`src/rtl/fetch_pkg.sv`:
```
// Shared types and constants for the PC fetch unit.
package fetch_pkg;

  typedef enum logic [1:0] {
    FETCH = 2'd0,
    WAIT  = 2'd1,
    DROP  = 2'd2
  } fetch_state_t;

  localparam int          INSTR_BYTES          = 4;
  localparam logic [31:0] DEFAULT_RESET_VECTOR = 32'h0040_0000;

endpackage

```
`src/rtl/if_id_reg.sv`:
```
// IF/ID pipeline register: flush beats load, load beats free, otherwise hold.
module if_id_reg #(
  parameter int ADDR_W = 32,
  parameter int DATA_W = 32
) (
  input  logic              clk,
  input  logic              reset,
  input  logic              flush,
  input  logic              load,
  input  logic              free,
  input  logic [DATA_W-1:0] new_instr,
  input  logic [ADDR_W-1:0] new_pc,
  input  logic [ADDR_W-1:0] new_pcp4,
  output logic              valid,
  output logic [DATA_W-1:0] instr,
  output logic [ADDR_W-1:0] pc,
  output logic [ADDR_W-1:0] pcp4
);

  always_ff @(posedge clk or posedge reset) begin
    if (reset) begin
      valid <= 1'b0;
      instr <= '0;
      pc    <= '0;
      pcp4  <= '0;
    end else if (flush) begin
      valid <= 1'b0;
    end else if (load) begin
      valid <= 1'b1;
      instr <= new_instr;
      pc    <= new_pc;
      pcp4  <= new_pcp4;
    end else if (free) begin
      valid <= 1'b0;
    end
  end

endmodule

```
`src/rtl/pc_fetch_unit.sv`:
```
// Program counter and single-outstanding instruction fetch feeding IF/ID.
// Optional alignment check on redirect targets under PC_MISALIGN_CHECK_EN.
module pc_fetch_unit
  import fetch_pkg::*;
#(
  parameter int                ADDR_W       = 32,
  parameter int                DATA_W       = 32,
  parameter logic [ADDR_W-1:0] RESET_VECTOR = ADDR_W'(DEFAULT_RESET_VECTOR)
) (
  input  logic              clk,
  input  logic              reset,
  input  logic              redirect,
  input  logic [ADDR_W-1:0] redirect_pc,
  input  logic              stall,
  output logic              imem_req,
  output logic [ADDR_W-1:0] imem_addr,
  input  logic              imem_ready,
  input  logic              imem_rvalid,
  input  logic [DATA_W-1:0] imem_rdata,
  output logic              if_valid,
  output logic [DATA_W-1:0] if_instr,
  output logic [ADDR_W-1:0] if_pc,
  output logic [ADDR_W-1:0] if_pcp4,
`ifdef PC_MISALIGN_CHECK_EN
  output logic              misalign,
`endif
  output fetch_state_t      state
);

  // Handshake: a request is accepted on a rising edge where imem_req && imem_ready;
  // exactly one imem_rvalid follows, no earlier than the cycle after the accept.

  fetch_state_t      state_q, state_d;
  logic [ADDR_W-1:0] pc_q, pc_d, req_pc_q, req_pcp4, target;
  logic              accept, load, free, halt;

  assign req_pcp4  = req_pc_q + ADDR_W'(INSTR_BYTES);
  assign imem_addr = pc_q;
  assign state     = state_q;
  assign accept    = imem_req && imem_ready;
  assign free      = if_valid && !stall;

`ifdef PC_MISALIGN_CHECK_EN
  logic misalign_q;

  always_ff @(posedge clk or posedge reset) begin
    if (reset)
      misalign_q <= 1'b0;
    else if (redirect && (redirect_pc[1:0] != 2'b00))
      misalign_q <= 1'b1;
  end

  assign target   = {redirect_pc[ADDR_W-1:2], 2'b00};
  assign halt     = misalign_q;
  assign misalign = misalign_q;
`else
  assign target = redirect_pc;
  assign halt   = 1'b0;
`endif

  always_comb begin
    state_d  = state_q;
    pc_d     = pc_q;
    imem_req = 1'b0;
    load     = 1'b0;
    case (state_q)
      FETCH: begin
        imem_req = (!if_valid || !stall) && !redirect && !halt && !reset;
        if (imem_req && imem_ready) state_d = WAIT;
      end
      WAIT: begin
        if (imem_rvalid) begin
          state_d = FETCH;
          if (!redirect) begin
            load = 1'b1;
            pc_d = req_pcp4;
          end
        end else if (redirect) begin
          state_d = DROP;
        end
      end
      // The dropped response is still owed by memory; wait it out even across redirects.
      DROP: begin
        if (imem_rvalid) state_d = FETCH;
      end
      default: state_d = FETCH;
    endcase
    if (redirect) pc_d = target;
  end

  always_ff @(posedge clk or posedge reset) begin
    if (reset) begin
      state_q  <= FETCH;
      pc_q     <= RESET_VECTOR;
      req_pc_q <= RESET_VECTOR;
    end else begin
      state_q <= state_d;
      pc_q    <= pc_d;
      if (accept) req_pc_q <= pc_q;
    end
  end

  if_id_reg #(
    .ADDR_W(ADDR_W),
    .DATA_W(DATA_W)
  ) u_if_id (
    .clk      (clk),
    .reset    (reset),
    .flush    (redirect),
    .load     (load),
    .free     (free),
    .new_instr(imem_rdata),
    .new_pc   (req_pc_q),
    .new_pcp4 (req_pcp4),
    .valid    (if_valid),
    .instr    (if_instr),
    .pc       (if_pc),
    .pcp4     (if_pcp4)
  );

endmodule

```
`config.mk`:
```
export PLATFORM = sky130hd
export DESIGN_NAME = pc_fetch_unit
export DESIGN_NICKNAME = d
export VERILOG_FILES = /design/src/rtl/fetch_pkg.sv /design/src/rtl/if_id_reg.sv /design/src/rtl/pc_fetch_unit.sv
export SDC_FILE = /design/constraint.sdc
export NUM_CORES = 1
export LEC_CHECK = 0
export CORE_MARGIN = 1.5
export CORE_UTILIZATION = 35
export DETAILED_ROUTE_END_ITERATION = 7
export GPL_ROUTABILITY_DRIVEN = 0
export SYNTH_ARGS = -nofsm -noshare
export SYNTH_HDL_FRONTEND = slang
export SYNTH_SLANG_ARGS = --single-unit
```
`constraint.sdc`:
```
create_clock -name clk -period 7.1 [get_ports clk]
set_clock_uncertainty 0.2 [all_clocks]
set_input_delay 1.775 -clock clk [delete_from_list [all_inputs] [get_ports clk]]
set_output_delay 1.775 -clock clk [all_outputs]
set_load 0.01 [all_outputs]
```
==> impl_metrics.py, run 1 <==
metrics = {
    "worst_setup_path": {
        "timing.critical_path.required_ns": 5.12,
        "critical-path-max-stage-delay_ns": 0.56,
        "worst-r2r-cell-count": 7,
        "crit-reg2reg-launch": "state[0]",
        "critPathMaxFanout": 2,
        "critPathCaptureType": "primary output",
        "worst_setup_path_start_kind": "input pin",
        "cpLargestDelayFamily": "buffers and inverters",
        "worst_path_most_repeated_cell": "clkdlybuf4s50_1",
        "reg2reg_setup_slack_ns": 4.22,
        "critical-path-slowest-cell": "clkdlybuf4s50_1",
        "timing.critical_path.cells": "clkdlybuf4s50_1 > a211oi_2 > nor3b_1 > clkdlybuf4s50_1",
        "setup.worst_path.class": "input pin to primary output",
        "critPathBufInv": 2,
        "r2r-end": "u_if_id.pc[13]",
        "crit_arrival_ns": 3.27,
    },
    "synth": {
        "ys_dominant_reg_cell": "dfrtp_1",
        "synth-async-reset-ratio": 1.00,
        "netlist_instances": 685,
        "synth_simple_gate_area_share": 0.217,
        "avgSynthCellArea_um2": 10.1,
        "ys_warn_count": 0,
        "synth_top_family_by_area": "simple AND/OR/NAND/NOR gates",
        "synth_largest_type_area_fraction": 0.577,
        "post_synth_most_frequent_cells": "nand2_1 (270), dfrtp_1 (159), o21ai_0 (35)",
        "leading_area_contributor_after_synthesis": "dfrtp_1",
        "synth.most_common_cell": "nand2_1",
        "ys_seq_area_frac": 0.584,
        "post_synth_fa_ha_maj_area_fraction": 0.00181,
        "syn_nets": 756,
        "netlist_area_mm2": 0.00690,
        "post_synth_main_area_contributors": "dfrtp_1 (58%), nand2_1 (15%), mux2_2 (4.9%)",
        "synth_xor_area_frac": 0.0356,
        "yosys-mux-area-fraction": 0.0595,
        "postSynthRegisterBits": 161,
        "synth_enable_flop_cells": 0,
        "yosys.cell_types.count": 40,
        "synth_area_in_compound_gates": 0.0684,
    },
    "cts": {
        "cts.clk_slew.worst_paths_ns": 0.06,
        "insertion_delay_ns": 0.42,
        "clock_tree_from_tritoncts": "yes",
        "postCtsSetupRepairBufs": 0,
        "post_cts_resized": 0,
        "cts.htree.levels": 4,
        "clkSinkCount": 161,
        "max-clock-path-buffers": 2,
        "cts_made_buffers": 17,
        "postCtsHoldBufs": 0,
        "clk_root_buffer_cell": "clkbuf_16",
    },
    "sta": {
        "slew_headroom": 0.251,
        "hold_viol": 0,
        "achievable-frequency_mhz": 191,
        "timing.final.crit_period_ns": 5.24,
        "setup_repair_after_global_routing_missed_its_margin": "no",
        "setup_failing_eps_final": 0,
        "fin_tns_setup_ns": 0,
        "final-max-slew-violation-count": 0,
        "worst_margin_pin_slew_ns": 1.12,
        "final.period_utilization": 0.738,
    },
    "die": {
        "height_of_the_die_um": 143,
        "design.die.area_mm2": 0.0206,
        "core_region_area_mm2": 0.0194,
        "floorplan.rows": 51,
        "start_util": 0.356,
        "die_w_um": 143,
        "io_pins": 202,
    },
    "global_route": {
        "grt_pass1_wl_mm": 28.7,
        "grt_max_degree": 101,
        "grt_busiest_layer": "met2",
        "grtUsageMet1": 0.247,
        "first_global_vias": 5404,
        "grt_antenna_before_repair": 0,
        "use_met3": 0.0463,
        "grt_overflow_total": 0,
        "met2_usage": 0.285,
        "grt_use_total": 0.182,
    },
    "pwr": {
        "peakVddDrop_uv": 156,
        "cellPowerDensity_mw_per_mm2": 329,
        "cellLeakagePower_nw": 4.41,
    },
    "routing": {
        "drt-wirelength-per-cell_um": 15.6,
        "number_of_drc_markers_after_the_initial_detailed_route_iteration": 289,
        "routed_via_density": 4.68,
        "detail-route-antenna-nets": 0,
        "final_routed_wirelength_across_all_metal_layers_mm": 18.0,
        "route.detailed.drc": 0,
        "detailedRoute.firstPassIterationCount": 4,
        "routed-via-count": 5385,
    },
    "finish": {
        "fin_cells": 1150,
        "number_of_antenna_repair_diodes": 0,
        "area_growth_pct": 40.6,
        "drive_above_1_share": 0.0983,
        "area_used_by_sequential_logic_in_the_layout_mm2": 0.00403,
        "nets": 943,
        "multi_input_comb_area_mm2": 0.00266,
        "layout.filler_cells": 1879,
    },
    "place": {
        "numPortBuffers": 201,
        "dpl.cell_count": 1118,
        "dp_hpwl_mm": 11.8,
    },
    "worst_hold_path": {
        "min_delay_worst_endpoint": "u_if_id.pc[19]",
        "hold_path_startpoint": "u_if_id.pc[19]",
        "timing.hold.worst.class": "flip-flop to flip-flop",
        "hold-path-cell-count": 2,
    },
    "status": {
        "run_status": "complete, no violations",
    },
    "job": {
        "maxCapViolations": 0,
    },
}
-- layer usage --
| metal | share of wire | wire length (µm) |
|---|---|---|
| met5 | 0 | 0 |
| met2 | 0.46 | 8340 |
| met3 | 0.061 | 1110 |
| met1 | 0.46 | 8360 |
| met4 | 0.0097 | 175 |
-- state kept, by name, indices dropped and copies added (netlist names) --
register	count
u_if_id.pcp4	32
u_if_id.instr	32
req_pc_q	32
imem_addr	32
state	2
u_if_id.pc	30
u_if_id.valid	1
-- worst register-to-register path, cell delays in order, from the launching register on --
cell and delay, ns:
dfrtp_1 0.47, nor2b_1 0.23, and2_1 0.15, buf_4 0.32, nand2b_4 0.65, buf_4 0.51
nand2_1 0.11, o21ai_0 0.08
-- kinds of logic after synthesis --
family / Yosys count
buffers and inverters: 44
multiplexers: 37
XOR/XNOR: 28
flip-flops: 161
adder cells (fa/ha/maj): 1
AO/OA/AOI/OAI: 76
AND/OR/NAND/NOR: 338
-- placed cells by master (no fill, tap or decap), types with 3 or more instances in the layout --
cell / Yosys / layout
o221ai_1: 9 / 9
and3_1: 3 / 3
a211oi_1: 5 / 5
nand4_4: 3 / 3
dfrtp_1: 159 / 159
and4_1: 3 / 3
nand4_1: 5 / 5
xor2_1: 20 / 20
nor3b_1: 8 / 8
nor4_4: 3 / 3
o21ai_1: 6 / 6
mux2i_1: 5 / 5
clkbuf_16: 0 / 17
o21ai_0: 35 / 35
clkdlybuf4s50_1: 0 / 200
xnor2_1: 8 / 8
buf_4: 4 / 7
inv_1: 4 / 3
a21oi_1: 11 / 11
a21o_1: 5 / 5
clkinvlp_4: 0 / 3
nand3_1: 14 / 14
inv_6: 0 / 5
nand2_1: 270 / 270
nor2_1: 17 / 16
nor2b_1: 4 / 4
mux2_2: 30 / 30
-- worst max-delay path by stage --
| stage | start | end | slack (ns) | cells after the start |
|---|---|---|---|---|
| finish | reset | imem_req | 1.86 | 4 |
| global route | reset | imem_req | 1.74 | 4 |
| CTS | reset | imem_req | 1.85 | 4 |
| detailed placement | reset | imem_req | 1.83 | 4 |
| global placement | reset | imem_req | 1.85 | 4 |
| floorplan | reset | imem_addr[0] | 0.78 | 1 |
-- per-stage QoR --
step                      setup WS, ns  cell area, µm²  hold slack [ns]   util  total power, W
after floorplan                  0.780            6900            0.253      -         0.00173
after global placement            1.85            9100            0.257  0.469         0.00226
after detailed placement          1.83            9100            0.261  0.469         0.00228
after CTS                         1.85            9700            0.277  0.500         0.00323
after global routing              1.74            9700            0.285  0.500         0.00338
final                             1.86            9700            0.270  0.500         0.00319
-- layout make-up --
type / count / area share
clock buffers: 20 / 0.0471
clock inverters: 12 / 0.0150
inverters: 4 / 0.00206
multi-input cells: 480 / 0.274
flip-flops and latches: 161 / 0.416
well taps: 265 / 0.0342
repair buffers: 208 / 0.212
-- report_power, final --
group / internal (W) / total (W) / leakage [nW] / switching [W]
Sequential: 0.00116 / 0.00136 / 2.04 / 0.000200
Combinational: 0.000510 / 0.000889 / 2.09 / 0.000379
Clock: 0.000546 / 0.000936 / 0.288 / 0.000390
Total: 0.00222 / 0.00319 / 4.41 / 0.000968
No activity file was read; power rests on OpenSTA's default activity.
==> run 2: changes to the inputs <==
==> constraint.sdc (replaced) <==
create_clock -name clk -period 4.7 [get_ports clk]
set_clock_uncertainty 0.2 [all_clocks]
set_input_delay 1.175 -clock clk [delete_from_list [all_inputs] [get_ports clk]]
set_output_delay 1.175 -clock clk [all_outputs]
set_load 0.01 [all_outputs]
==> run 2 against run 1 <==
Die area unchanged. Sequential power up 51%. Setup slack worse by 1.2 ns. Clock power up 50%. Non-clock buffer count up 3. Cell count about the same. Total power up 51%.
==> impl_metrics.py, run 2 (same netlist as run 1, synthesis figures left out) <==
metrics = {
    "cts": {
        "cts.htree.levels": 4,
        "clkSinkCount": 161,
        "max-clock-path-buffers": 2,
        "insertion_delay_ns": 0.43,
        "clock_tree_from_tritoncts": "yes",
        "clk_root_buffer_cell": "clkbuf_16",
        "cts.clk_slew.worst_paths_ns": 0.06,
        "postCtsSetupRepairBufs": 0,
        "cts_made_buffers": 17,
        "post_cts_resized": 0,
        "postCtsHoldBufs": 0,
    },
    "global_route": {
        "grt_antenna_before_repair": 0,
        "grt_use_total": 0.184,
        "grt_max_degree": 82,
        "grt_overflow_total": 0,
        "grt_pass1_wl_mm": 28.9,
        "first_global_vias": 5349,
    },
    "sta": {
        "final.period_utilization": 0.853,
        "setup_repair_after_global_routing_missed_its_margin": "no",
        "setup_failing_eps_final": 0,
        "worst_margin_pin_slew_ns": 0.871,
        "fin_tns_setup_ns": 0,
        "timing.final.crit_period_ns": 4.01,
        "hold_viol": 0,
        "achievable-frequency_mhz": 249,
        "hold-worst-slack_ns": 0.271,
        "final-max-slew-violation-count": 0,
        "slew_headroom": 0.420,
    },
    "routing": {
        "drt-wirelength-per-cell_um": 15.8,
        "routed_via_density": 4.68,
        "number_of_drc_markers_after_the_initial_detailed_route_iteration": 214,
        "routed-via-count": 5389,
        "route.detailed.drc": 0,
        "detail-route-antenna-nets": 0,
        "detailedRoute.firstPassIterationCount": 4,
        "final_routed_wirelength_across_all_metal_layers_mm": 18.2,
    },
    "die": {
        "floorplan.rows": 51,
        "height_of_the_die_um": 143,
        "core_region_area_mm2": 0.0194,
        "die_w_um": 143,
        "io_pins": 202,
        "start_util": 0.356,
        "design.die.area_mm2": 0.0206,
    },
    "place": {
        "dp_hpwl_mm": 12.0,
        "numPortBuffers": 201,
    },
    "status": {
        "run_status": "complete, no violations",
    },
    "worst_setup_path": {
        "crit_arrival_ns": 2.63,
        "worst_path_most_repeated_cell": "clkdlybuf4s50_1",
        "setup.worst_path.class": "input pin to primary output",
        "critPathCaptureType": "primary output",
        "timing.critical_path.cells": "clkdlybuf4s50_1 > a211oi_2 > nor3b_1 > clkdlybuf4s50_1",
        "critPathBufInv": 2,
        "timing.critical_path.required_ns": 3.32,
        "cpLargestDelayFamily": "buffers and inverters",
        "critical-path-slowest-cell": "clkdlybuf4s50_1",
        "critPathMaxFanout": 2,
        "critical-path-max-stage-delay_ns": 0.56,
        "worst_setup_path_start_kind": "input pin",
    },
    "finish": {
        "number_of_antenna_repair_diodes": 0,
        "drive_above_1_share": 0.0982,
        "layout.filler_cells": 1823,
        "area_growth_pct": 41.2,
        "nets": 946,
        "layout_common_cells": "nand2_1 (270), clkdlybuf4s50_1 (200), dfrtp_1 (159)",
        "area_used_by_sequential_logic_in_the_layout_mm2": 0.00403,
        "final_common_cell": "nand2_1",
        "multi_input_comb_area_mm2": 0.00266,
    },
    "worst_hold_path": {
        "timing.hold.worst.class": "flip-flop to flip-flop",
    },
    "pwr": {
        "cellLeakagePower_nw": 4.43,
        "cellPowerDensity_mw_per_mm2": 493,
        "peakVddDrop_uv": 223,
    },
    "job": {
        "maxCapViolations": 0,
    },
}
-- run 2: area by class of cell --
type                       count  area share
tap                          265      0.0340
clock buffer                  20      0.0459
timing repair buffer         211       0.218
clock inverter                10      0.0141
sequential                   161       0.414
multi-input combinational    480       0.273
inverter                       4     0.00193
-- run 2: path summary, 6_finish.rpt --
path                                     start              to  slack [ns]  depth (start not counted)
worst max-delay path                     reset        imem_req        0.69                          4
worst min-delay path            u_if_id.pc[12]  u_if_id.pc[12]        0.27                          2
min in group asynchronous                reset   u_if_id.valid        1.08                          2
worst max register to register     req_pc_q[2]   imem_addr[28]        2.28                          6
max in group asynchronous                reset    req_pc_q[22]        2.36                          3
worst min register to register  u_if_id.pc[12]  u_if_id.pc[12]        0.27                          2
-- run 2: worst reg2reg max path, stage by stage (launching register included) --
cell	delay, ns
dfrtp_1	0.51
ha_1	0.32
nand4_4	0.23
nor3_2	0.48
nand4_1	0.17
xor2_1	0.22
o221ai_1	0.13
-- run 2: layer usage --
metal	vias to the layer above	wire length, µm	GRT usage
li1	2638	-	-
met1	2590	8640	0.259
met2	148	8170	0.275
met3	13	1240	0.0576
met4	0	148	0.0467
met5	-	0	0
-- run 2: metrics by stage --
stage | cell area (µm²) | setup slack, ns | cells | util | total power (W)
3_5_place_dp | 9160 | 0.691 | 1121 | 0.472 | 0.00345
2_1_floorplan | 6900 | 1.28 | 685 | - | 0.00262
6_report | 9740 | 0.691 | 1151 | 0.502 | 0.00481
3_3_place_gp | 9160 | 0.673 | 1121 | 0.472 | 0.00343
5_1_grt | 9740 | 0.600 | 1151 | 0.502 | 0.00510
4_1_cts | 9740 | 0.672 | 1151 | 0.502 | 0.00487
-- run 2: where the power goes --
| part | total (W) | switching [W] | internal (W) |
|---|---|---|---|
| Clock | 0.00140 | 0.000554 | 0.000842 |
| Sequential | 0.00206 | 0.000298 | 0.00176 |
| Combinational | 0.00135 | 0.000579 | 0.000776 |
